==> src/rtl/timer_pkg.sv <==
// ---------------------------------------------------------------------------
// timer_pkg
//  Shared types and constants for the DMG timer sequencer.
//  - timer_state_t : TIMA overflow/reload FSM encoding
//  - TAP_*         : system-divider bit selected by TAC[1:0]
//  - tac_tap()     : maps TAC[1:0] to the divider bit index
// ---------------------------------------------------------------------------
package timer_pkg;

  typedef enum logic [1:0] {
    TS_IDLE   = 2'd0,
    TS_OVF    = 2'd1,
    TS_RELOAD = 2'd2
  } timer_state_t;

  localparam int CNT_W_DEF = 14;

  // Divider bit per TAC[1:0]; the divider counts M-cycles (1 MHz).
  localparam int TAP_4K   = 7;  // TAC[1:0]=00, 4096 Hz
  localparam int TAP_262K = 1;  // TAC[1:0]=01
  localparam int TAP_65K  = 3;  // TAC[1:0]=10
  localparam int TAP_16K  = 5;  // TAC[1:0]=11

  function automatic int unsigned tac_tap(input logic [1:0] sel);
    int unsigned idx;
    case (sel)
      2'b00:   idx = TAP_4K;
      2'b01:   idx = TAP_262K;
      2'b10:   idx = TAP_65K;
      default: idx = TAP_16K;
    endcase
    return idx;
  endfunction

endpackage

==> src/rtl/timer_tick_edge.sv <==
// ---------------------------------------------------------------------------
// timer_tick_edge
//  Selects one bit of a free-running divider, gates it with an enable and
//  reports its falling edge. The falling edge is combinational against the
//  registered previous value, so any drop of the gated bit counts -- whether
//  the counter moved, the counter was cleared, the tap changed or the enable
//  dropped. That matches the DMG timer's glitchy increment behaviour and is
//  equally usable for the APU frame sequencer driven from a DIV bit.
// Ports
//  clk    in  1        clock, rising edge
//  rst    in  1        asynchronous, active-high
//  cnt    in  W        divider value
//  tap    in  clog2(W) bit index into cnt
//  en     in  1        gate for the selected bit
//  fall   out 1        selected&gated bit was 1 last cycle and is 0 now
// ---------------------------------------------------------------------------
module timer_tick_edge #(
  parameter int W = 14
) (
  input  logic                 clk,
  input  logic                 rst,
  input  logic [W-1:0]         cnt,
  input  logic [$clog2(W)-1:0] tap,
  input  logic                 en,
  output logic                 fall
);

  logic tick;
  logic tick_q;

  assign tick = en & cnt[tap];

  always_ff @(posedge clk or posedge rst) begin
    if (rst) begin
      tick_q <= 1'b0;
    end else begin
      tick_q <= tick;
    end
  end

  assign fall = tick_q & ~tick;

endmodule

==> src/rtl/timer_ctrl.sv <==
// ---------------------------------------------------------------------------
// timer_ctrl
//  Sequencer for the DMG timer datapath (TIMA/TMA/TAC). Owns the system
//  divider, the TAC register, tick edge detection and the TIMA
//  overflow/reload FSM. Emits one-cycle control strobes to the TIMA datapath
//  (which holds TIMA/TMA) and the timer interrupt request. Runs at M-cycle
//  rate.
//
//  Strobe protocol: all strobes are single-cycle commands with no handshake;
//  the datapath acts on a strobe in the cycle it is high. At most one of
//  tima_inc / tima_load_cpu / tima_load_tma is high in any cycle.
//
// Ports
//  boga1mhz       in   1  M-cycle clock
//  reset          in   1  asynchronous, active-high
//  div_wr         in   1  CPU write to DIV (clears divider)
//  tac_wr         in   1  CPU write to TAC
//  tima_wr        in   1  CPU write to TIMA
//  tma_wr         in   1  CPU write to TMA
//  d_in           in   3  CPU data [2:0], taken on tac_wr
//  tima_carry     in   1  datapath TIMA == 8'hFF
//  div            out  8  DIV read value
//  tac_q          out  3  TAC register
//  tima_inc       out  1  increment TIMA
//  tima_load_cpu  out  1  load TIMA from CPU bus
//  tima_load_tma  out  1  load TIMA from TMA
//  tma_bypass     out  1  with tima_load_tma: use bus value being written to TMA
//  tima_zero      out  1  TIMA reads 8'h00 (overflow pending)
//  int_timer      out  1  timer interrupt request
//  state_dbg      out  2  current FSM state
// ---------------------------------------------------------------------------
module timer_ctrl
  import timer_pkg::*;
#(
  parameter int CNT_W = CNT_W_DEF
) (
  input  logic         boga1mhz,
  input  logic         reset,
  input  logic         div_wr,
  input  logic         tac_wr,
  input  logic         tima_wr,
  input  logic         tma_wr,
  input  logic [2:0]   d_in,
  input  logic         tima_carry,
  output logic [7:0]   div,
  output logic [2:0]   tac_q,
  output logic         tima_inc,
  output logic         tima_load_cpu,
  output logic         tima_load_tma,
  output logic         tma_bypass,
  output logic         tima_zero,
  output logic         int_timer,
  output timer_state_t state_dbg
);

  localparam int TAP_W = $clog2(CNT_W);

  logic [CNT_W-1:0] cnt;
  logic [TAP_W-1:0] tap_idx;
  logic             tick_fall;
  timer_state_t     state;
  timer_state_t     state_nxt;

  // System divider; DIV is its top byte.
  always_ff @(posedge boga1mhz or posedge reset) begin
    if (reset) begin
      cnt <= '0;
    end else if (div_wr) begin
      cnt <= '0;
    end else begin
      cnt <= cnt + CNT_W'(1);
    end
  end

  assign div = cnt[CNT_W-1 -: 8];

  always_ff @(posedge boga1mhz or posedge reset) begin
    if (reset) begin
      tac_q <= 3'b000;
    end else if (tac_wr) begin
      tac_q <= d_in;
    end
  end

  assign tap_idx = TAP_W'(tac_tap(tac_q[1:0]));

  timer_tick_edge #(
    .W (CNT_W)
  ) u_tick_edge (
    .clk  (boga1mhz),
    .rst  (reset),
    .cnt  (cnt),
    .tap  (tap_idx),
    .en   (tac_q[2]),
    .fall (tick_fall)
  );

  // FSM state register
  always_ff @(posedge boga1mhz or posedge reset) begin
    if (reset) begin
      state <= TS_IDLE;
    end else begin
      state <= state_nxt;
    end
  end

  // Next state and Mealy strobes. Strobes are held low while reset is
  // asserted so an asynchronous reset silences the datapath immediately.
  always_comb begin
    state_nxt     = state;
    tima_inc      = 1'b0;
    tima_load_cpu = 1'b0;
    tima_load_tma = 1'b0;
    tma_bypass    = 1'b0;
    if (!reset) begin
      case (state)
        TS_IDLE: begin
          // A CPU write to TIMA beats a coincident tick, so no overflow
          // can start in that cycle.
          if (tima_wr) begin
            tima_load_cpu = 1'b1;
          end else if (tick_fall) begin
            tima_inc = 1'b1;
            if (tima_carry) begin
              state_nxt = TS_OVF;
            end
          end
        end
        TS_OVF: begin
          // Writing TIMA while it reads zero cancels the pending reload.
          if (tima_wr) begin
            tima_load_cpu = 1'b1;
            state_nxt     = TS_IDLE;
          end else begin
            state_nxt = TS_RELOAD;
          end
        end
        TS_RELOAD: begin
          tima_load_tma = 1'b1;
          tma_bypass    = tma_wr;
          state_nxt     = TS_IDLE;
        end
        default: begin
          state_nxt = TS_IDLE;
        end
      endcase
    end
  end

  assign tima_zero = (state == TS_OVF);
  assign int_timer = (state == TS_RELOAD);
  assign state_dbg = state;

endmodule
==> config.mk <==
export PLATFORM = sky130hd
export DESIGN_NAME = timer_ctrl
export DESIGN_NICKNAME = d
export VERILOG_FILES = /design/src/rtl/timer_pkg.sv /design/src/rtl/timer_tick_edge.sv /design/src/rtl/timer_ctrl.sv
export SDC_FILE = /design/constraint.sdc
export NUM_CORES = 1
export LEC_CHECK = 0
export ABC_AREA = 1
export CORE_MARGIN = 2
export CORE_UTILIZATION = 50
export CTS_CLUSTER_SIZE = 8
export DETAILED_ROUTE_END_ITERATION = 10
export PLACE_DENSITY = 0.89
export SYNTH_ARGS = -nofsm -noshare
export SYNTH_HDL_FRONTEND = slang
export SYNTH_HIERARCHICAL = 1
export SYNTH_SLANG_ARGS = --single-unit
==> constraint.sdc <==
create_clock -name boga1mhz -period 2.4 [get_ports boga1mhz]
set_input_delay 0.24 -clock boga1mhz [delete_from_list [all_inputs] [get_ports boga1mhz]]
set_output_delay 0.24 -clock boga1mhz [all_outputs]
set_load 0.01 [all_outputs]
==> metrics.md <==
| Metric | Value |
|---|---|
| Grt met2 use | 33.9% |
| CTS max path bufs | 2 |
| Clock sink count | 20 |
| Die area | 3170 µm² |
| Sequential element share of the synthesized area | a little over a third |
| Met3 GRT Util | 2.53% |
| HPWL after DPL | about 2100 µm |
| DRC | 0 |
| Total Wirelength | around 2800 µm |
| Vias in the first global route | ~1200 |
| Maximum VDD drop | 0.000423 V |
| Crit end category | primary output |
| Placer Congestion | 0.792 |
| Final setup vio count | 0 |
| Adder-cell share of the synthesized area | under 10% |
| Fmax | approximately 0.44 GHz |
| Gate Count Post-Synth | ~190 |
| Hold_ws | 252 ps |
| Drt wl/cell | 11.1 µm |
| CP Launch Type | register |
| Mapped Area | 1370 µm² |
| Hold-fix buffer count after cts | 0 |
| IO Count | 29 |
| Post-DP Area | around 1600 µm² |
| Max cap viols | 0 |
| Mean Syn Cell Area | 7.17 µm² |
| GRT Max-Usage Layer | met2 |
| Synth warn | 6 |
| Rows | 18 |
| Final period utilization | 95.6% |
| CTS tree | built |
| Placed Cells incl. Taps | 243 |
| Die Wd | 56.3 µm |
| Ant. Diodes | 0 |
| Post-synthesis simple-gate area fraction | 37.4% |
| Final instance area | 1700 µm² |
| Commonest cells after routing, fill and taps aside | nand2_1 (39), clkdlybuf4s50_1 (27), nor2_1 (25), inv_1 (24), dfrtp_1 (20) |
| Grt ovf | 0 |
| CP Class | reg -> out |
| Initial antenna violation count | 0 |
| Setup Skew | 4.72 ps |
| DR pass1 iterations | 4 |
| CTS buffer count | 3 |
| Initial DRC Count | 38 |
| Fin util | 67.0% |
| Slowest cell on the critical path | dfrtp_1 |
| Min-delay worst type | in -> async |
| Met1 usage | 22.1% |
| LEAKAGE | 0.794 nW |
| Tmin final | 2290 ps |
| Worst-path clk slew | 120 ps |
| Vias | 1241 |
| CP peak stage delay | 380 ps |
| Final nets | 233 |
| Root buf cell | clkbuf_4 |
| Share of cells above drive strength 1 | 20.1% |
| CP Data Required Time | 2160 ps |
| Vias per inst | 4.98 |
| Port Buffers | 28 |
| Commonest non-fill, non-tap cell in the layout | nand2_1 |
| Layout area overhead | 24.5% |
| Worst Path Max Fanout | 3 |
| # fillers | about 220 |
| Initial Utilization | 53.8% |
| H-Tree Depth | 1 |
| Die height | 56.3 µm |
| Largest family of logic cells by synthesized area | simple AND/OR/NAND/NOR gates |
| Synth unique cells | 31 |
| Synth Area in XOR/XNOR | less than 1% |
| Post-synthesis mux area share | 0.823% |
| Storage cell area | 500 µm² |
| Pwr per Cell Area | 475 nW/µm² |
| Tot GR Track Use | roughly a fifth |
| Core ar. | 2540 µm² |
| Cell Chain, Critical Path | inv_2 -> ha_1 -> or2_4 -> inv_4 -> nand3_1 -> nand3_1 -> nand2_1 -> nor2_2 -> nor2_2 -> nor2_2 -> nand3_1 -> nor2_1 -> buf_2 |
| Status | complete, no violations |
| Post-synthesis compound-gate area fraction | 6.40% |
| Largest net degree at the start of global routing | 22 |
| Final hold viol count | 0 |
| Worst skew pair latency | 310 ps |
| Synthesized flop and latch total | 20 |
| Worst Path Arrival | roughly 2000 ps |
| Final ANT Viol Nets | 0 |
| Max-slew violation count | 0 |
| First-pass GRT wire length | approximately 4700 µm |
| Final Non-Filler Cells | between 200 and 250 |
| Area of the multi-input gates | between 600 and 700 µm² |
[per-layer routing]
metal	vias up	part of all wire, %
li1	637	-
met3	6	4.4
met5	-	0
met2	35	52
met4	0	1.9
met1	563	42
[worst max-delay path: cells and delay by family, from the launching register on]
| kind | cells | cell delay, ps |
|---|---|---|
| simple gates | 9 | 960 |
| fa+ha+maj | 1 | 180 |
| buf+inv | 3 | 250 |
| flops | 1 | 380 |
[area by class of cell]
| type | instances | area share [%] |
|---|---|---|
| clock buffer | 3 | 1.32 |
| clock inverter | 1 | 1.76 |
| timing repair buffer | 33 | 18.4 |
| inverter | 32 | 7.64 |
| sequential | 20 | 29.4 |
| multi-input combinational | 130 | 39.4 |
| tap | 30 | 2.20 |
[report_power, final]
part           switching, W  internal [W]  leakage (nW)
registers         0.0000140      0.000350         0.270
clock network      0.000113      0.000169        0.0279
logic             0.0000845     0.0000789         0.496
[worst paths after layout]
check	start	endpoint	slack, ps	cells past startpoint
worst max-delay path	tac_q[0]	tima_inc	110	13
worst min-delay path	reset	u_tick_edge/tick_q	250	2
worst max register to register	tac_q[0]	state_dbg[1]	360	15
worst min register to register	tac_q[2]	tac_q[2]	570	1
max in group asynchronous	reset	tac_q[0]	1700	3
min in group boga1mhz	d_in[1]	tac_q[1]	480	3
[registers in the layout (all words and copies together) (netlist names)]
name	flops
cnt	14
u_tick_edge/tick_q	1
state_dbg	2
tac_q	3
[per-stage QoR]
step | total power [W] | setup slack [ps] | setup TNS, ps
2_1_floorplan | 0.000458 | 397 | 0
3_3_place_gp | 0.000519 | 55.0 | 0
3_5_place_dp | 0.000523 | -9.76 | -9.76
4_1_cts | 0.000807 | 36.3 | 0
5_1_grt | 0.000854 | -19.2 | -19.2
6_report | 0.000809 | 105 | 0
[cells in the mapped netlist, drive strengths merged]
library cell	instances	area [µm²]
o21a	1	7.51
ha	3	37.5
and2	1	6.26
o21ai	6	30.0
buf	9	71.3
dfrtp	20	500
nand4	3	18.8
a21oi	5	28.8
o21bai	1	7.51
mux2	1	11.3
conb	2	7.51
inv	32	128
nand2	49	209
nor3	4	25.0
or2	1	6.26
clkbuf	1	5.00
xor2	1	8.76
nor2	35	166
o211ai	1	7.51
o22ai	1	6.26
nand3	14	80.1
[cell families after synthesis]
kind of cell,count (synthesis)
flip-flops,20
other,2
adder cells (fa/ha/maj),3
AND/OR/NAND/NOR,107
AO/OA/AOI/OAI,15
XOR/XNOR,1
multiplexers,1
buffers and inverters,42
[what timing repair did]
item                       4_1_cts  5_1_grt
gates resized for setup          5        4
setup buffers                    1        1
setup endpoints to repair        1        1
pin swaps                        0        5
cloned                           0        0
Power figures use the tool's default switching activity.
